[src/rtl/hash_client_pkg.sv]
// Shared constants for the hash-table stream client: op codes, response flag
// positions and the response word width.
package hash_client_pkg;

  localparam logic [1:0] OP_READ   = 2'b01;
  localparam logic [1:0] OP_WRITE  = 2'b10;
  localparam logic [1:0] OP_DELETE = 2'b11;

  localparam int unsigned FLAG_PRESENT   = 3;
  localparam int unsigned FLAG_NOT_FOUND = 2;
  localparam int unsigned FLAG_NO_SPACE  = 1;
  localparam int unsigned FLAG_NO_DEL    = 0;

  localparam int unsigned RSP_WIDTH = 64;
  localparam int unsigned FLAG_W    = 4;

  // A response is an error when any status flag is raised.
  function automatic logic any_flag(input logic [FLAG_W-1:0] flags);
    return |flags;
  endfunction

endpackage

[src/rtl/tag_fifo.sv]
// Synchronous FIFO holding {last, key} tags of requests awaiting a response.
// Push and pop may coincide, including when full.
module tag_fifo #(
  parameter int unsigned WIDTH = 6,
  parameter int unsigned DEPTH = 8
) (
  input  logic             clk,
  input  logic             reset,
  input  logic             push,
  input  logic [WIDTH-1:0] push_data,
  input  logic             pop,
  output logic [WIDTH-1:0] pop_data,
  output logic             empty,
  output logic             full
);

  localparam int unsigned AW = $clog2(DEPTH);
  localparam int unsigned CW = AW + 1;

  logic [WIDTH-1:0] mem [DEPTH];
  logic [AW-1:0]    wr_ptr;
  logic [AW-1:0]    rd_ptr;
  logic [CW-1:0]    count;
  logic             do_push;
  logic             do_pop;

  assign empty    = (count == CW'(0));
  assign full     = (count == CW'(DEPTH));
  assign do_pop   = pop & ~empty;
  assign do_push  = push & (~full | do_pop);
  assign pop_data = mem[rd_ptr];

  always_ff @(posedge clk) begin
    if (reset) begin
      wr_ptr <= '0;
      rd_ptr <= '0;
      count  <= '0;
    end else begin
      if (do_push) wr_ptr <= wr_ptr + AW'(1);
      if (do_pop)  rd_ptr <= rd_ptr + AW'(1);
      case ({do_push, do_pop})
        2'b10:   count <= count + CW'(1);
        2'b01:   count <= count - CW'(1);
        default: count <= count;
      endcase
    end
  end

  // Storage carries no reset; occupancy is tracked by the pointers.
  always_ff @(posedge clk) begin
    if (do_push) mem[wr_ptr] <= push_data;
  end

endmodule

[src/rtl/hash_table_client.sv]
// Host-side initiator for the hash-table stream port: forwards commands as
// requests, pairs in-order responses with their keys, and keeps statistics.
module hash_table_client
  import hash_client_pkg::*;
#(
  parameter int unsigned KEY_WIDTH       = 5,
  parameter int unsigned DATA_WIDTH      = 25,
  parameter int unsigned MAX_OUTSTANDING = 8
) (
  input  logic                              clk,
  input  logic                              reset,
  input  logic [1:0]                        cmd_op_i,
  input  logic [KEY_WIDTH-1:0]              cmd_key_i,
  input  logic [DATA_WIDTH-1:0]             cmd_data_i,
  input  logic                              cmd_valid_i,
  input  logic                              cmd_last_i,
  output logic                              cmd_ready_o,
  output logic [2+DATA_WIDTH+KEY_WIDTH-1:0] req_data_o,
  output logic                              req_valid_o,
  output logic                              req_last_o,
  input  logic                              req_ready_i,
  input  logic [63:0]                       rsp_data_i,
  input  logic                              rsp_valid_i,
  output logic                              rsp_ready_o,
  output logic [KEY_WIDTH-1:0]              res_key_o,
  output logic [DATA_WIDTH-1:0]             res_data_o,
  output logic [3:0]                        res_flags_o,
  output logic                              res_last_o,
  output logic                              res_valid_o,
  input  logic                              res_ready_i,
  output logic [$clog2(MAX_OUTSTANDING):0]  outstanding_o,
  output logic [15:0]                       rsp_count_o,
  output logic [15:0]                       err_count_o,
  output logic                              orphan_o
);

  localparam int unsigned OW = $clog2(MAX_OUTSTANDING) + 1;
  localparam int unsigned TW = KEY_WIDTH + 1;

  logic          cmd_fire;
  logic          rsp_fire;
  logic          tag_pop;
  logic          tag_empty;
  logic          unused_tag_full;
  logic [TW-1:0] tag_head;
  logic [3:0]    rsp_flags;

  assign cmd_ready_o = (~req_valid_o | req_ready_i) & (outstanding_o < OW'(MAX_OUTSTANDING));
  assign rsp_ready_o = ~res_valid_o | res_ready_i;
  assign cmd_fire    = cmd_valid_i & cmd_ready_o;
  assign rsp_fire    = rsp_valid_i & rsp_ready_o;
  assign tag_pop     = rsp_fire & ~tag_empty;
  assign rsp_flags   = rsp_data_i[RSP_WIDTH-1 -: FLAG_W];

  generate
    if (DATA_WIDTH < 60) begin : g_unused_rsp
      logic unused_rsp_bits;
      assign unused_rsp_bits = ^rsp_data_i[59:DATA_WIDTH];
    end
  endgenerate

  tag_fifo #(
    .WIDTH (TW),
    .DEPTH (MAX_OUTSTANDING)
  ) u_tag_fifo (
    .clk       (clk),
    .reset     (reset),
    .push      (cmd_fire),
    .push_data ({cmd_last_i, cmd_key_i}),
    .pop       (tag_pop),
    .pop_data  (tag_head),
    .empty     (tag_empty),
    .full      (unused_tag_full)
  );

  // Request register: a new accept overrides a completing handshake.
  always_ff @(posedge clk) begin
    if (reset) begin
      req_data_o  <= '0;
      req_last_o  <= 1'b0;
      req_valid_o <= 1'b0;
    end else if (cmd_fire) begin
      req_data_o  <= {cmd_op_i, cmd_key_i, cmd_data_i};
      req_last_o  <= cmd_last_i;
      req_valid_o <= 1'b1;
    end else if (req_ready_i) begin
      req_valid_o <= 1'b0;
    end
  end

  // Result register: loads only when a tag is available to pair with.
  always_ff @(posedge clk) begin
    if (reset) begin
      res_key_o   <= '0;
      res_data_o  <= '0;
      res_flags_o <= '0;
      res_last_o  <= 1'b0;
      res_valid_o <= 1'b0;
    end else if (tag_pop) begin
      res_key_o   <= tag_head[KEY_WIDTH-1:0];
      res_last_o  <= tag_head[KEY_WIDTH];
      res_data_o  <= rsp_data_i[DATA_WIDTH-1:0];
      res_flags_o <= rsp_flags;
      res_valid_o <= 1'b1;
    end else if (res_ready_i) begin
      res_valid_o <= 1'b0;
    end
  end

  always_ff @(posedge clk) begin
    if (reset) begin
      outstanding_o <= '0;
      rsp_count_o   <= '0;
      err_count_o   <= '0;
      orphan_o      <= 1'b0;
    end else begin
      case ({cmd_fire, tag_pop})
        2'b10:   outstanding_o <= outstanding_o + OW'(1);
        2'b01:   outstanding_o <= outstanding_o - OW'(1);
        default: outstanding_o <= outstanding_o;
      endcase
      if (tag_pop) begin
        rsp_count_o <= rsp_count_o + 16'd1;
        if (any_flag(rsp_flags) && (err_count_o != 16'hFFFF))
          err_count_o <= err_count_o + 16'd1;
      end
      if (rsp_fire && tag_empty) orphan_o <= 1'b1;
    end
  end

endmodule

[config.mk]
export PLATFORM = sky130hd
export DESIGN_NAME = hash_table_client
export DESIGN_NICKNAME = d
export VERILOG_FILES = /design/src/rtl/hash_client_pkg.sv /design/src/rtl/tag_fifo.sv /design/src/rtl/hash_table_client.sv
export SDC_FILE = /design/constraint.sdc
export NUM_CORES = 1
export LEC_CHECK = 0
export ABC_AREA = 0
export BUFFER_PORTS_ARGS = -buffer_cell sky130_fd_sc_hd__buf_2
export CAP_MARGIN = 20
export CORE_ASPECT_RATIO = 1.1
export CORE_MARGIN = 2
export CORE_UTILIZATION = 40
export DETAILED_ROUTE_END_ITERATION = 6
export GPL_TIMING_DRIVEN = 0
export PLACE_DENSITY = 0.72
export SYNTH_ARGS = -nofsm -noshare
export SYNTH_HDL_FRONTEND = slang
export SYNTH_SLANG_ARGS = --single-unit
[constraint.sdc]
create_clock -name clk -period 4.1 [get_ports clk]
set_clock_uncertainty 0.15 [all_clocks]
set_input_delay 0.82 -clock clk [delete_from_list [all_inputs] [get_ports clk]]
set_output_delay 0.82 -clock clk [all_outputs]
set_load 0.005 [all_outputs]
Word level (Yosys, flattened, before mapping)
Memories as Yosys holds them, arrays and structs flattened. A register that Yosys moved wholly into a read port is not among the register bits.
Index checks and enable logic that the tools add are counted.
{"block": "op_classes", "n_reduce_logical": 9, "n_bitwise": 13, "mul": 0, "eq_ne": 6, "add_sub_neg": 8, "n_mux": 8, "shift": 0, "div_mod_pow": 0, "n_lt_le_gt_ge": 1}
{"cell": "$add A16 B1 Y16 const B", "count": 2}
{"cell": "$ne A16 B16 Y1 const B", "count": 1}
{"cell": "$pmux W4 S2", "count": 2}
{"cell": "$add A4 B1 Y4 const B", "count": 2}
{"cell": "$reduce_bool A2 Y1", "count": 4}
{"cell": "$sub A4 B1 Y4 const B", "count": 2}
{"cell": "$add A3 B1 Y3 const B", "count": 2}
{"cell": "$and A1 B1 Y1", "count": 6}
{"cell": "$mux W1", "count": 6}
{"cell": "$eq A2 B1 Y1 const B", "count": 2}
{"cell": "$eq A2 B2 Y1 const B", "count": 2}
{"cell": "$eq A4 B4 Y1 const B", "count": 1}
{"cell": "$logic_not A4 Y1", "count": 1}
{"cell": "$lt A4 B4 Y1 const B", "count": 1}
{"cell": "$not A1 Y1", "count": 4}
{"cell": "$reduce_or A4 Y1", "count": 1}
{"cell": "$or A1 B1 Y1", "count": 3}
{"cell": "$logic_and A1 B1 Y1", "count": 2}
{"cell": "$reduce_and A2 Y1", "count": 1}
{"block": "totals", "inputBits": 103, "wordCells": 59, "memories": 1, "romBits": 0, "register_bits": 111, "latchBits": 0, "ram_bits": 48}
{"memory": "u_tag_fifo.mem", "depth": 8, "word_bits": 6, "rd": 1, "rd_clocked_by_memory_dff": 1, "wr": 1, "line": "tag_fifo.sv:20", "text": "logic [WIDTH-1:0] mem [DEPTH];"}

Longest topological paths before layout
Gate-level depths: netlist of the first run.
{"block": "logic_depth", "ltp_word": 9, "mapped_depth": 12, "ltp_nobuf": 11}

By module
Synthesis of the first run repeated with hierarchy kept, for this count alone.
{"block": "hier_totals", "hier_cells": 682, "hier_area_um2": 6869.1}
{"mod": "hash_table_client", "instances": 1, "cells_per_inst": 530, "area_each_um2": 4325.4}
{"mod": "tag_fifo", "instances": 1, "cells_per_inst": 152, "area_each_um2": 2543.7}

Worst setup path after synthesis of the first run
No wires, ideal clock.
{"block": "synth_timing", "kind": "input-to-reg", "from": "input req_ready_i", "to": "register u_tag_fifo.count[3]", "setup_ns": 0.138, "required_ns": 3.812, "path_buffers": 1, "path_slack_ns": 0.819, "cell_stages": 11, "t_arrival_ns": 2.993, "cell_sequence": "nand2b_1 -> and3_1 -> inv_2 -> buf_1 -> ha_1 -> ha_1 -> a21o_1 -> a21oi_1 -> xnor2_1 -> a221oi_1 -> o311ai_1"}
{"block": "synth_between", "elab_chain_cells": 6, "elab_cells_between_ends": 8, "cone_classes": "2 x eq/ne; 1 x mux; 4 x bitwise; 1 x reduce/logical"}
{"element": "start: declaration", "line": "hash_table_client.sv:21", "text": "input logic req_ready_i,"}
{"element": "$or A1 B1 Y1 (*)", "line": "hash_table_client.sv:48", "text": "assign cmd_ready_o = (~req_valid_o | req_ready_i) & (outstanding_o < OW'(MAX_OUTSTANDING));"}
{"element": "$and A1 B1 Y1 (*)", "line": "hash_table_client.sv:48"}
{"element": "$and A1 B1 Y1 (*)", "line": "hash_table_client.sv:50", "text": "assign cmd_fire = cmd_valid_i & cmd_ready_o;"}
{"element": "$and A1 B1 Y1 (*)", "line": "tag_fifo.sv:30", "text": "assign do_push = push & (~full | do_pop);"}
{"element": "$eq A2 B1 Y1 / $eq A2 B2 Y1 (equally long branches)", "line": "tag_fifo.sv:41", "text": "case ({do_push, do_pop})"}
{"element": "$pmux W4 S2 / $reduce_bool A2 Y1 (equally long branches)"}
{"element": "end signal: assignment", "line": "tag_fifo.sv:42", "text": "2'b10: count <= count + CW'(1);"}
{"element": "end signal: assignment", "line": "tag_fifo.sv:43", "text": "2'b01: count <= count - CW'(1);"}
{"element": "end signal: assignment", "line": "tag_fifo.sv:44", "text": "default: count <= count;"}
{"element": "end: declaration", "line": "tag_fifo.sv:23", "text": "logic [CW-1:0] count;"}
Mark *: on every way between the ends. The rest lies on a longest branch, timed or not.
A chain may end at the register's enable or synchronous reset.

Worst setup path after layout of the first run
Ends and elaborated chain as after synthesis.

==> results of run 1 <==
==> kinds of logic (layout without fill, tap and decap cells) <==
group / count (synthesis) / count (layout) / share of synthesized area
xor gates and xnor gates: 31 / 31 / 0.0408
muxes: 23 / 23 / 0.0577
and+or+nand+nor: 267 / 267 / 0.185
AOI/OAI and AO/OA: 107 / 107 / 0.0941
adders and majority gates: 10 / 10 / 0.0199
DFF: 165 / 165 / 0.568
buffers and inverters: 53 / 262 / 0.0346
==> state kept, by name, indices dropped and copies added, names as in the netlist, 4 cells and up <==
| register | cells |
|---|---|
| rsp_count_o | 16 |
| res_data_o | 25 |
| u_tag_fifo.count | 4 |
| res_flags_o | 4 |
| err_count_o | 16 |
| res_key_o | 5 |
| u_tag_fifo.mem | 48 |
| req_data_o | 32 |
| outstanding_o | 4 |
==> power by group through the flow <==
stage	clock, W	combinational (W)	sequential [W]
after floorplan	0	0.000970	0.00212
after global placement	0	0.00145	0.00212
after detailed placement	0	0.00149	0.00213
after CTS	0.00168	0.00150	0.00209
after global routing	0.00175	0.00166	0.00212
final	0.00165	0.00148	0.00209
==> routing by layer <==
layer | track usage | routed length, µm | vias up
met3 | 0.0511 | 1100 | 8
met2 | 0.311 | 7890 | 181
met4 | 0.0440 | 92 | 0
li1 | - | - | 2685
met1 | 0.229 | 6970 | 2503
met5 | 0 | 0 | -
==> cell type report <==
| cell class | count | area, µm² |
|---|---|---|
| buffer | 38 | 174 |
| clock buffer | 19 | 454 |
| clock inverter | 13 | 158 |
| fill | 1504 | 7880 |
| inverter | 15 | 56.3 |
| multi-input combinational | 438 | 2650 |
| sequential | 165 | 3780 |
| tap | 204 | 255 |
| timing repair buffer | 177 | 896 |
==> cells in the mapped netlist (2+ instances only) <==
| cell type | n | share of area |
|---|---|---|
| nor4_1 | 6 | 0.0056 |
| o211ai_1 | 2 | 0.0023 |
| mux4_2 | 12 | 0.041 |
| inv_1 | 12 | 0.0068 |
| a211oi_1 | 7 | 0.0079 |
| nor3_1 | 16 | 0.012 |
| inv_2 | 2 | 0.0011 |
| clkbuf_1 | 15 | 0.0085 |
| o21ai_0 | 6 | 0.0045 |
| and2_1 | 5 | 0.0047 |
| nor3b_2 | 2 | 0.0038 |
| a311oi_1 | 3 | 0.0039 |
| dfxtp_1 | 117 | 0.35 |
| and3_1 | 6 | 0.0056 |
| xnor2_1 | 17 | 0.022 |
| nor3b_1 | 2 | 0.0023 |
| buf_6 | 2 | 0.0034 |
| o2111ai_1 | 4 | 0.0053 |
| nor2_1 | 47 | 0.026 |
| a21oi_1 | 76 | 0.057 |
| nand2_1 | 141 | 0.079 |
| buf_2 | 9 | 0.0068 |
| mux2_2 | 2 | 0.0034 |
| nor2b_1 | 4 | 0.0038 |
| or4_1 | 2 | 0.0023 |
| nand4_1 | 8 | 0.0075 |
| nand3_1 | 9 | 0.0068 |
| mux2i_1 | 8 | 0.012 |
| or3_1 | 4 | 0.0038 |
| xor2_1 | 14 | 0.018 |
| edfxtp_1 | 48 | 0.22 |
| buf_1 | 10 | 0.0056 |
| and4_1 | 3 | 0.0039 |
| nand2b_1 | 3 | 0.0028 |
| ha_1 | 9 | 0.017 |
| nor4b_1 | 2 | 0.0026 |
==> layout by cell type, fill, tap and decap left out, drive strengths merged, types with 9 or more instances in the layout <==
master  synthesis  routed
xor2           14      14
nor2           47      47
nand2         141     141
xnor2          17      17
ha              9       9
clkbuf         16      35
buf            22     197
dfxtp         117     117
edfxtp         48      48
nor3           17      17
nand4           9       9
nand3          11      11
a21oi          76      76
mux4           12      12
inv            14      22
==> critical path, stage by stage <==
cell and delay (ns):
buf_2 0.09, nand2b_1 0.15, and3_1 0.25, inv_2 0.19
buf_1 0.53, ha_1 0.44, ha_1 0.30, a21o_1 0.17
a21oi_1 0.16, xnor2_1 0.13, a221oi_1 0.28, o311ai_1 0.13
==> through the flow <==
step	worst slack [ns]	instance area, µm²
3_5_place_dp	0.163	7810
4_1_cts	0.583	8420
3_3_place_gp	0.158	7790
6_report	0.584	8420
5_1_grt	0.324	8420
2_1_floorplan	0.819	6660
==> path summary, 6_finish.rpt <==
check	cells after the start	slack [ns]	endpoint
setup / recovery	12	0.58	u_tag_fifo.count[3]
hold / removal	2	0.30	res_data_o[1]
setup reg to reg	12	0.78	u_tag_fifo.count[3]
hold reg to reg	2	0.30	res_data_o[1]
==> impl_metrics.py, run 1 <==
metrics = {
    "route": {
        "vias": 5377,
        "drt_iter0_drc": 252,
        "drcViolationCount": 0,
        "wire_per_inst_um": 15.0,
        "totalWireLength_um": 16100,
        "avgViaCountPerCell": 5.03,
        "ant_nets": 0,
        "first_pass_iters": 5,
    },
    "clock_tree": {
        "holdBufCountCts": 0,
        "h-tree-depth": 4,
        "cts_buffers": 17,
        "cts_setup_buffers": 0,
        "clockBufferDepth": 2,
        "clock_latency_ns": 0.43,
        "ctsResizeCount": 0,
        "root_buffer": "clkbuf_16",
        "cts_tree": "done",
        "cts.sinks": 165,
        "clk_pin_slew_ns": 0.07,
    },
    "grt": {
        "antenna_found_initial": 0,
        "grt-ovfl-total": 0,
        "grt_pass1_vias": 5188,
        "grt_max_degree": 17,
        "grt_usage": 0.182,
        "grt_pass1_wl_um": 25700,
    },
    "power_and_ir_drop": {
        "max-vdd-ir-drop_mv": 0.386,
        "p_sw_frac": 0.326,
        "power.density_nw_per_um2": 619,
        "power_w": 0.00522,
        "switching_power_w": 0.00170,
        "p_int_w": 0.00351,
        "combPwrFrac": 0.284,
        "power.leakage_nw": 3.43,
        "power.share.clock": 0.316,
        "pwr-share-seq": 0.401,
    },
    "floorplan": {
        "core_area_um2": 16300,
        "die_h_um": 139,
        "initial_utilization": 0.408,
        "die_w_um": 127,
        "ios": 212,
        "die_area_um2": 17700,
        "rows": 49,
    },
    "synth": {
        "ys_async_sr_fraction": 0,
        "syn_nets": 769,
        "syn_inst": 656,
        "synth_seq_cells": 165,
        "synth_area_um2": 6660,
        "synth_edf_count": 48,
        "ys_seq_area_frac": 0.568,
        "yosysUniqueCellTypes": 57,
        "yosys_warnings": 0,
        "ys.flop_type": "dfxtp_1",
        "syn_area_per_cell_um2": 10.2,
    },
    "final_layout": {
        "utilization": 0.517,
        "drive_above_1_share": 0.286,
        "synthToLayoutAreaGrowth_pct": 26.5,
        "layout.nets": 965,
        "antenna_cells": 0,
        "final_cells": 1069,
    },
    "sta": {
        "relSlewSlack": 0.306,
        "final_hold_viol_count": 0,
        "setup_viol": 0,
        "timing.fmax_mhz": 284,
        "worst_pin_slew_ns": 1.04,
        "grt_setup_unrepaired": "no",
        "whs_ns": 0.300,
        "finalSetupTns_ns": 0,
        "period_minus_slack_ns": 3.52,
        "maxSlewViolCount": 0,
        "finalCritPeriodShare": 0.858,
    },
    "critical_path": {
        "worstPathMaxFanout": 11,
        "critPathCaptureType": "register",
        "startpoint_type": "primary input",
        "cp_data_required_time_ns": 4.24,
        "path_class": "primary input to register",
        "crit_start": "req_ready_i",
        "r2r_start": "u_tag_fifo.count[0]",
        "worstPathArrival_ns": 3.65,
    },
    "status": {
        "status": "finished clean",
    },
    "place": {
        "dp.cells": 1037,
        "place_hpwl_um": 11900,
        "port_buffers": 174,
        "gp_congestion": 0.804,
    },
    "min_path": {
        "hold_path.class": "register to register",
        "worstHoldStart": "res_data_o[1]",
    },
    "run": {
        "drv_cap": 0,
    },
}
No activity file was read; power rests on OpenSTA's default activity.
==> inputs of run 2 (changes only) <==
- CAP_MARGIN: 20 -> 0
- CORE_UTILIZATION: 40 -> 39
- CTS_BUF_LIST: default -> sky130_fd_sc_hd__clkbuf_4
- PLACE_DENSITY: 0.72 -> 0.71
==> run 2 against run 1 <==
- global-route usage down 0.81 points
- wire length fell by 1.1%
- die area rose by 2.5%
- power is 14% lower
- combinational power about the same
- critical path type unchanged
- critical endpoint unchanged
- largest cell class unchanged
- largest power group unchanged
==> impl_metrics.py, run 2 (synthesis gave the netlist of run 1 again) <==
metrics = {
    "sta": {
        "worst_pin_slew_ns": 0.965,
        "timing.fmax_mhz": 289,
        "period_minus_slack_ns": 3.46,
        "grt_setup_unrepaired": "no",
        "finalSetupTns_ns": 0,
        "setup_viol": 0,
        "relSlewSlack": 0.355,
        "maxSlewViolCount": 0,
        "layout_setup_ws_ns": 0.641,
        "final_hold_viol_count": 0,
        "finalCritPeriodShare": 0.844,
    },
    "place": {
        "place_hpwl_um": 11600,
        "port_buffers": 174,
        "gp_congestion": 0.767,
        "pre_cts_slack_ns": 0.0964,
    },
    "critical_path": {
        "r2r-end": "u_tag_fifo.count[3]",
        "worstPathMaxFanout": 11,
        "r2r_cells": 12,
        "slowest_stage": "buf_1",
        "cpMostUsedCell": "ha_1",
        "r2r_start": "u_tag_fifo.count[0]",
        "worstPathArrival_ns": 3.74,
        "critPathCaptureType": "register",
        "cpPeakStageDelay_ns": 0.54,
        "path_cells": "buf_2 > nand2b_1 > and3_1 > inv_2 > buf_1 > ha_1 > ha_1 > a21o_1 > a21oi_1 > xnor2_1 > a221oi_1 > o311ai_1",
        "r2r_slack_ns": 0.69,
        "cp_data_required_time_ns": 4.38,
        "startpoint_type": "primary input",
        "path_class": "primary input to register",
    },
    "final_layout": {
        "drive_above_1_share": 0.284,
        "final_common_cell": "buf_2",
        "largest_reg_flops": 48,
        "reg_top3": "u_tag_fifo.mem (48), req_data_o (32), res_data_o (25)",
        "final_cell_mix": "buf_2, nand2_1, dfxtp_1",
        "antenna_cells": 0,
        "largest-register": "u_tag_fifo.mem",
        "synthToLayoutAreaGrowth_pct": 21.2,
        "layout.nets": 964,
    },
    "run": {
        "drv_cap": 0,
    },
    "min_path": {
        "hold_path_end": "res_data_o[16]",
        "worstHoldStart": "res_data_o[16]",
        "hold-path-cell-count": 2,
        "hold_path.class": "register to register",
    },
    "route": {
        "drcViolationCount": 0,
        "drt_iter0_drc": 228,
        "vias": 5360,
        "ant_nets": 0,
        "avgViaCountPerCell": 5.00,
        "first_pass_iters": 4,
        "wire_per_inst_um": 14.8,
        "totalWireLength_um": 15900,
    },
    "grt": {
        "grt_max_degree": 17,
        "antenna_found_initial": 0,
        "grt_pass1_wl_um": 24700,
        "grt-ovfl-total": 0,
        "grt_pass1_vias": 4962,
        "grt_usage": 0.174,
    },
    "clock_tree": {
        "holdBufCountCts": 0,
        "cts_buffers": 17,
        "cts_setup_buffers": 0,
        "clk_pin_slew_ns": 0.14,
        "clockBufferDepth": 2,
        "ctsResizeCount": 0,
        "root_buffer": "clkbuf_4",
        "cts_tree": "done",
        "h-tree-depth": 4,
        "cts.sinks": 165,
        "clock_latency_ns": 0.54,
    },
    "floorplan": {
        "ios": 212,
        "die_area_um2": 18100,
        "die_w_um": 129,
        "die_h_um": 141,
        "initial_utilization": 0.394,
        "rows": 50,
        "core_area_um2": 16900,
    },
    "power_and_ir_drop": {
        "power.leakage_nw": 3.26,
        "max-vdd-ir-drop_mv": 0.241,
        "power.density_nw_per_um2": 553,
    },
    "status": {
        "status": "finished clean",
    },
}
==> run 2: changes by cell type in the layout (fill, tap and decap cells not counted), sizes merged <==
cell           delta
clkdlybuf4s18     -1
inv               -3
buf               -1
clkinvlp          +3
bufinv            -1
clkinv            +2
==> run 2: where the power goes <==
group | switching (W) | internal (W) | total [W]
registers | 0.000161 | 0.00192 | 0.00209
clock network | 0.000590 | 0.000315 | 0.000904
logic | 0.000849 | 0.000629 | 0.00148
total | 0.00160 | 0.00287 | 0.00447
==> run 2: worst max-delay path by stage <==
stage	start	end	cells past startpoint	slack (ns)
6_report	req_ready_i	u_tag_fifo.count[3]	12	0.64
5_1_grt	u_tag_fifo.count[0]	u_tag_fifo.count[3]	12	0.54
3_5_place_dp	req_ready_i	u_tag_fifo.count[3]	12	0.1
2_1_floorplan	req_ready_i	u_tag_fifo.count[3]	11	0.82
3_3_place_gp	req_ready_i	u_tag_fifo.count[3]	12	0.14
4_1_cts	u_tag_fifo.count[0]	u_tag_fifo.count[3]	12	0.72
==> run 2: metal layers <==
metal	part of all wire	global-route usage
met5	0	0
met4	0.0073	0.0435
met3	0.063	0.0539
met2	0.50	0.303
met1	0.43	0.210
==> run 2: stage by stage <==
stage / hold slack (ns) / utilization / total power (W) / area [µm²] / instances
2_1_floorplan: 0.303 / - / 0.00309 / 6660 / 656
3_5_place_dp: 0.295 / 0.462 / 0.00361 / 7810 / 1039
4_1_cts: 0.272 / 0.478 / 0.00453 / 8070 / 1071
6_report: 0.312 / 0.478 / 0.00447 / 8080 / 1072
3_3_place_gp: 0.288 / 0.461 / 0.00358 / 7790 / 1038
5_1_grt: 0.259 / 0.478 / 0.00478 / 8080 / 1072
==> run 2: final cells by class <==
cell class,instances,area [µm²]
Inverter,15,56.3
Multi-Input combinational cell,438,2650
Buffer,38,174
Timing Repair Buffer,176,886
Clock inverter,14,128
Fill cell,1604,8810
Sequential cell,165,3780
Tap cell,208,260
Clock buffer,18,135
==> run 2: worst max-delay path, delay by kind of cell <==
family,cells,cell delay (ns)
AND/OR/NAND/NOR,2,0.41
buffers and inverters,3,0.82
XOR/XNOR,1,0.13
adder cells (fa/ha/maj),2,0.75
AO/OA/AOI/OAI,4,0.81
